`config.mk`:
```
export PLATFORM = sky130hd
export DESIGN_NAME = alu_seq_ctrl_flat
export DESIGN_NICKNAME = d
export VERILOG_FILES = /design/src/rtl/alu_seq_ctrl_pkg.sv /design/src/rtl/alu_seq_ctrl_if.sv /design/src/rtl/alu_mul_seq.sv /design/src/rtl/alu_seq_ctrl.sv /design/src/flat_wrapper.sv
export SDC_FILE = /design/constraint.sdc
export NUM_CORES = 1
export LEC_CHECK = 0
export CORE_MARGIN = 5
export CORE_UTILIZATION = 40
export CTS_CLUSTER_SIZE = 8
export DETAILED_ROUTE_END_ITERATION = 8
export PLACE_DENSITY_LB_ADDON = 0.3
export RECOVER_POWER = 25
export SLEW_MARGIN = 20
export SYNTH_ARGS = -nofsm -noshare
export SYNTH_HDL_FRONTEND = slang
export SYNTH_SLANG_ARGS = --single-unit
```
`constraint.sdc`:
```
create_clock -name clk -period 3.2 [get_ports clk]
set_input_delay 0.64 -clock clk [delete_from_list [all_inputs] [get_ports clk]]
set_output_delay 0.64 -clock clk [all_outputs]
set_load 0.01 [all_outputs]
```
`src/rtl/alu_seq_ctrl_pkg.sv`:
```
// Shared opcodes, FSM state encoding and datapath constants for the ALU sequencer.
package alu_pkg;

    localparam int WIDTH    = 32;
    localparam int MUL_ITER = 32;

    localparam logic [2:0] OP_AND = 3'b000;
    localparam logic [2:0] OP_OR  = 3'b001;
    localparam logic [2:0] OP_XOR = 3'b010;
    localparam logic [2:0] OP_NOR = 3'b011;
    localparam logic [2:0] OP_SLT = 3'b100;
    localparam logic [2:0] OP_ADD = 3'b101;
    localparam logic [2:0] OP_SUB = 3'b110;
    localparam logic [2:0] OP_MUL = 3'b111;

    typedef enum logic [1:0] {
        ST_IDLE = 2'd0,
        ST_EXEC = 2'd1,
        ST_MUL  = 2'd2,
        ST_DONE = 2'd3
    } state_t;

endpackage

```
`src/rtl/alu_seq_ctrl_if.sv`:
```
// Request/result handshake bundle between operand source, ALU sequencer and result consumer.
interface alu_seq_ctrl_if;
    import alu_pkg::*;

    logic             in_valid;
    logic             in_ready;
    logic [2:0]       alu_op;
    logic [WIDTH-1:0] a;
    logic [WIDTH-1:0] b;
    logic             out_valid;
    logic             out_ready;
    logic [WIDTH-1:0] result;
    logic             zero;
    logic             busy;

    modport master (
        output in_valid, alu_op, a, b, out_ready,
        input  in_ready, out_valid, result, zero, busy
    );

    modport slave (
        input  in_valid, alu_op, a, b, out_ready,
        output in_ready, out_valid, result, zero, busy
    );

endinterface

```
`src/rtl/alu_mul_seq.sv`:
```
// Shift-add multiplier, one iteration per clock; loads on start, done pulses with the final
// product on the last iteration (32 edges after start). No backpressure: the caller must take it.
module alu_mul_seq
    import alu_pkg::*;
(
    input  logic             clk,
    input  logic             reset,
    input  logic             start,
    input  logic [WIDTH-1:0] a,
    input  logic [WIDTH-1:0] b,
    output logic             done,
    output logic [WIDTH-1:0] product
);

    localparam logic [4:0] LAST_ITER = 5'(MUL_ITER - 1);

    logic [WIDTH-1:0] acc;
    logic [WIDTH-1:0] mcand;
    logic [WIDTH-1:0] mplier;
    logic [4:0]       cnt;
    logic             active;
    logic [WIDTH-1:0] acc_nxt;

    assign acc_nxt = mplier[0] ? acc + mcand : acc;
    // The last iteration's sum is the product; handing it out combinationally saves an edge.
    assign done    = active && (cnt == LAST_ITER);
    assign product = acc_nxt;

    always_ff @(posedge clk) begin
        if (reset) begin
            acc    <= '0;
            mcand  <= '0;
            mplier <= '0;
            cnt    <= '0;
            active <= 1'b0;
        end else if (start) begin
            acc    <= '0;
            mcand  <= a;
            mplier <= b;
            cnt    <= '0;
            active <= 1'b1;
        end else if (active) begin
            acc    <= acc_nxt;
            mcand  <= mcand << 1;
            mplier <= mplier >> 1;
            cnt    <= cnt + 5'd1;
            if (cnt == LAST_ITER) begin
                active <= 1'b0;
            end
        end
    end

endmodule

```
`src/rtl/alu_seq_ctrl.sv`:
```
// ALU sequencer: one request at a time; result valid 1 edge after accept (MUL: 32 edges).
// Result is held in DONE until out_ready; no new request is accepted until the edge after that.
module alu_seq_ctrl
    import alu_pkg::*;
(
    input  logic           clk,
    input  logic           reset,
    alu_seq_ctrl_if.slave  bus
);

    state_t           state;
    logic [2:0]       op_r;
    logic [WIDTH-1:0] a_r;
    logic [WIDTH-1:0] b_r;
    logic [WIDTH-1:0] result_r;
    logic             zero_r;
    logic             out_valid_r;
    logic             in_ready_r;
    logic             busy_r;
    logic [WIDTH-1:0] alu_res;
    logic             accept;
    logic             mul_done;
    logic [WIDTH-1:0] mul_prod;

    assign accept        = bus.in_valid && in_ready_r && (state == ST_IDLE);
    assign bus.in_ready  = in_ready_r;
    assign bus.busy      = busy_r;
    assign bus.out_valid = out_valid_r;
    assign bus.result    = result_r;
    assign bus.zero      = zero_r;

    always_comb begin
        alu_res = '0;
        unique case (op_r)
            OP_AND:  alu_res = a_r & b_r;
            OP_OR:   alu_res = a_r | b_r;
            OP_XOR:  alu_res = a_r ^ b_r;
            OP_NOR:  alu_res = ~(a_r | b_r);
            OP_SLT:  alu_res = ($signed(a_r) < $signed(b_r)) ? 32'd1 : 32'd0;
            OP_ADD:  alu_res = a_r + b_r;
            OP_SUB:  alu_res = a_r - b_r;
            default: alu_res = '0;
        endcase
    end

    // Operands come straight off the bus on the accept edge so iteration 0 lands on E1.
    alu_mul_seq u_mul (
        .clk     (clk),
        .reset   (reset),
        .start   (accept && (bus.alu_op == OP_MUL)),
        .a       (bus.a),
        .b       (bus.b),
        .done    (mul_done),
        .product (mul_prod)
    );

    always_ff @(posedge clk) begin
        if (reset) begin
            state       <= ST_IDLE;
            op_r        <= '0;
            a_r         <= '0;
            b_r         <= '0;
            result_r    <= '0;
            zero_r      <= 1'b0;
            out_valid_r <= 1'b0;
            in_ready_r  <= 1'b0;
            busy_r      <= 1'b0;
        end else begin
            unique case (state)
                ST_IDLE: begin
                    if (accept) begin
                        op_r       <= bus.alu_op;
                        a_r        <= bus.a;
                        b_r        <= bus.b;
                        state      <= (bus.alu_op == OP_MUL) ? ST_MUL : ST_EXEC;
                        in_ready_r <= 1'b0;
                        busy_r     <= 1'b1;
                    end else begin
                        in_ready_r <= 1'b1;
                        busy_r     <= 1'b0;
                    end
                end
                ST_EXEC: begin
                    result_r    <= alu_res;
                    zero_r      <= (alu_res == '0);
                    out_valid_r <= 1'b1;
                    state       <= ST_DONE;
                end
                ST_MUL: begin
                    if (mul_done) begin
                        result_r    <= mul_prod;
                        zero_r      <= (mul_prod == '0);
                        out_valid_r <= 1'b1;
                        state       <= ST_DONE;
                    end
                end
                ST_DONE: begin
                    if (bus.out_ready) begin
                        out_valid_r <= 1'b0;
                        in_ready_r  <= 1'b1;
                        busy_r      <= 1'b0;
                        state       <= ST_IDLE;
                    end
                end
                default: state <= ST_IDLE;
            endcase
        end
    end

endmodule

```
`src/flat_wrapper.sv`:
```
// flat-port wrapper written by rule: the top's interface ports become plain ports
module alu_seq_ctrl_flat import alu_pkg::*;
  (clk, reset, bus_in_valid, bus_alu_op, bus_a, bus_b, bus_out_ready, bus_in_ready, bus_out_valid, bus_result, bus_zero, bus_busy);
  alu_seq_ctrl_if bus_i ();
  input  logic clk;
  input  logic reset;
  input wire logic [$bits(bus_i.in_valid)-1:0] bus_in_valid;
  input wire logic [$bits(bus_i.alu_op)-1:0] bus_alu_op;
  input wire logic [$bits(bus_i.a)-1:0] bus_a;
  input wire logic [$bits(bus_i.b)-1:0] bus_b;
  input wire logic [$bits(bus_i.out_ready)-1:0] bus_out_ready;
  output wire logic [$bits(bus_i.in_ready)-1:0] bus_in_ready;
  output wire logic [$bits(bus_i.out_valid)-1:0] bus_out_valid;
  output wire logic [$bits(bus_i.result)-1:0] bus_result;
  output wire logic [$bits(bus_i.zero)-1:0] bus_zero;
  output wire logic [$bits(bus_i.busy)-1:0] bus_busy;
  assign bus_i.in_valid = bus_in_valid;
  assign bus_i.alu_op = bus_alu_op;
  assign bus_i.a = bus_a;
  assign bus_i.b = bus_b;
  assign bus_i.out_ready = bus_out_ready;
  assign bus_in_ready = bus_i.in_ready;
  assign bus_out_valid = bus_i.out_valid;
  assign bus_result = bus_i.result;
  assign bus_zero = bus_i.zero;
  assign bus_busy = bus_i.busy;
  alu_seq_ctrl u_core (.clk(clk), .reset(reset), .bus(bus_i));
endmodule
```
==> reports/results.md <==
### Status
• finished with violations — status
• capacitance limit, slew limit, setup timing — violations in the final reports

### STA
• 0 — count of endpoints failing hold in the final timing report
• 3.61 ns — post-layout min period
• 69 — Final Slew Violations
• 15 — number of endpoints failing setup at the final stage
• 113% — final cycle utilization of the critical path
• 0.0182 ns — Fin Clk Skew
• -1.79 ns — Post-Route Setup TNS
• -2.40% — Max-Slew Margin vs Limit
• 1.54 ns — slew at the pin closest to its max-slew limit
• true — unrepaired setup endpoints after global routing
• 0.277 GHz — Peak Freq
• -0.408 ns — minimum setup slack in the final design

### Critical path
• 3.72 ns — required time at the worst-slack endpoint
• 5 — CP Max Fanout
• flip-flop — crit end category
• flip-flop to flip-flop — worst setup path class
• 4.13 ns — worst path arrival time
• flip-flop — Worst setup SP type

### GRT
• 0 — total congestion overflow after global routing
• 17500 — via count of the first global-routing pass
• 1 — antenna violations before repair
• 27.4% — total global routing track utilization
• 98800 µm — global-route wire length before repair
• 172 — largest net degree at the start of global routing

### Layout
• 41.0% — synthesis-to-finish area growth
• 23200 µm² — total non-filler cell area in the finished layout
• 2853 — nets
• 28.0% — ratio of cells with drive above 1 in the final layout
• 3176 — number of cells in the finished layout apart from fillers
• 0 — diode count

### Routing
• 65200 µm — total length of routed wires
• 5.69 — detail-routed via count per cell
• 20.5 µm — wire length per cell after detailed routing
• 0 — final antenna-violating net count
• 0 — detailed-route DRC error count
• 1440 — Detailed Route Iter0 Violations
• 18100 — via total after detailed routing
• 6 — Initial DRT Pass Iterations

### Floorplan
• 213 µm — DIE WIDTH
• 74 — row cnt
• 40700 µm² — placeable core region
• 40.3% — starting density of the core
• 107 — # IOs
• 45200 µm² — area of the die
• 213 µm — height of the chip

### Power
• 12.9 mW — overall power of the completed layout
• 555 nW/µm² — power density over the cells
• 9.35 nW — cell leakage power
• 0.465 mV — VDD IR max

### Hold path
• flip-flop to flip-flop — class of the tightest hold or removal check

### Yosys
• 79 — number of distinct library cells after synthesis
• 0 — total number of yosys warnings
• dfxtp_1 25%, ha_1 11%, mux2i_1 6.7% — Synth area leaders
• 2395 — Synth Net Count
• 266 x nand2_1, 241 x nor2_1, 207 x dfxtp_1 — most used standard cells in the synthesized netlist
• nand2_1 — cell with the most instances after synthesis
• dfxtp_1 — Top FF cell, synth
• 7.55 µm² — average cell area after synthesis
• 16400 µm² — netlist area before placement
• 207 — FF+latch count, synth
• 0% — share of synthesized flip-flops with an asynchronous set or reset
• dfxtp_1 — dominant cell type by area after synthesis
• 0 — number of synthesized flops with an enable pin
• 2177 — Cells after Synth
• 25.2% — post-synth top area share
• 25.2% — Seq/Total Area, Yosys

### Placement
• 3109 — Placed Cells
• 0.966 — routability congestion estimate
• 49500 µm — HPWL after DPL
• 21000 µm² — placement-stage cell area
• 106 — PortBufs
• -0.721 ns — dpl ws

### Clocking
• 207 — Num Clock Sinks
• 3 — Clock Tree Buf Depth
• 0.59 ns — Skew-Pair Late Insertion Delay
• clkbuf_16 — root cell of the clock tree
• yes — clock tree from TritonCTS
• 0.05 ns — clock slew at reported path FFs
• 1 — H-Tree Level Count
• 31 — cts bufs inserted
• 0 — number of buffers inserted by hold repair at cts

### Run
• 1 — number of maximum-capacitance constraint violations

[path summary, 6_finish.rpt]
check / depth (start not counted) / startpoint / end / slack, ns
worst max-delay path: 17 / u_core.b_r[4]$_SDFFE_PP0P_ / u_core.bus.zero$_SDFFE_PP0P_ / -0.41
worst min-delay path: 2 / u_core.bus.result[17]$_SDFFE_PP0P_ / u_core.bus.result[17]$_SDFFE_PP0P_ / 0.45
worst max register to register: 17 / u_core.b_r[4]$_SDFFE_PP0P_ / u_core.bus.zero$_SDFFE_PP0P_ / -0.41
worst min register to register: 2 / u_core.bus.result[17]$_SDFFE_PP0P_ / u_core.bus.result[17]$_SDFFE_PP0P_ / 0.45
[report_power, final]
group	internal (mW)	leakage, nW	switching (mW)
Clock	1.77	0.424	1.25
Combinational	3.08	7.24	3.73
Sequential	2.84	1.69	0.191
[layer usage]
metal,global-route usage (%),vias to the layer above,share of wire (%)
li1,-,8716,-
met3,4.45,133,7.0
met1,37.8,8605,44
met5,0,-,0
met4,9.91,0,4.0
met2,43.6,608,45
[critical path, cell delays in order, from the launching register on]
cell and delay (ns):
dfxtp_2 0.34, inv_2 0.06, buf_4 0.12, ha_1 0.22, buf_4 0.16, a2111oi_4 0.44
nor4b_4 0.11, a2111oi_4 0.34, buf_6 0.19, a31oi_4 0.11, a311oi_2 0.33, o221a_2 0.24
o22ai_2 0.07, nand3b_1 0.20, nor4_2 0.34, buf_4 0.17, nand2_2 0.04, nand3_2 0.07
[layout make-up]
cell class | count | area [µm²]
clock buffers | 38 | 822
clock inverters | 4 | 35.0
fillers | 3839 | 17600
inverters | 114 | 428
multi-input cells | 1706 | 12400
flip-flops and latches | 207 | 4180
well taps | 532 | 666
repair buffers | 575 | 4640
[per-stage QoR]
| step | hold WS [ns] | utilization [%] |
|---|---|---|
| after global placement | 0.440 | 51.5 |
| final | 0.454 | 56.8 |
| after detailed placement | 0.448 | 51.5 |
| after global routing | 0.471 | 56.8 |
| after CTS | 0.455 | 54.7 |
| after floorplan | 0.453 | - |
[logic make-up after synthesis]
kind of cell	after synthesis	share of synthesized area, %
adders and majority gates	147	11.3
AOI/OAI and AO/OA	660	27.2
buffers and inverters	264	6.25
muxes	116	7.11
and+or+nand+nor	724	19.8
DFF	207	25.2
xor gates and xnor gates	59	3.15
[repair_timing]
action,CTS,global route
pin swaps,55,64
buffers inserted,13,17
endpoints found under the setup margin,31,34
resized for setup,96,157
[cells in the final DEF (no fill, tap or decap), types with 11 or more instances in the layout]
| cell type | count |
|---|---|
| ha_1 | 118 |
| nor2b_1 | 19 |
| a21oi_2 | 17 |
| ha_4 | 16 |
| nand2_1 | 264 |
| a21o_1 | 32 |
| dfxtp_2 | 13 |
| nand4_1 | 22 |
| xnor2_1 | 42 |
| a211oi_1 | 114 |
| inv_1 | 107 |
| nand2b_1 | 16 |
| a31oi_1 | 12 |
| o21ai_0 | 56 |
| a21oi_1 | 177 |
| a211oi_2 | 16 |
| dfxtp_1 | 190 |
| nor3_1 | 32 |
| buf_4 | 457 |
| o211ai_1 | 32 |
| o21a_1 | 12 |
| mux2i_1 | 107 |
| clkbuf_16 | 31 |
| nor2_1 | 230 |
| xor2_1 | 16 |
| clkdlybuf4s50_1 | 105 |
| or2_2 | 12 |
| and3_1 | 11 |
| nand3_1 | 21 |
| o21ai_1 | 13 |
[sequential cells by signal, indices dropped and copies added, names as in the netlist, 2 cells and up]
name                 cells
u_core.u_mul.mplier     32
u_core.u_mul.mcand      32
u_core.u_mul.cnt         5
u_core.op_r              3
u_core.state             2
u_core.bus.result       32
u_core.u_mul.acc        32
u_core.a_r              32
u_core.b_r              32
(Power assumes the default switching activity.)
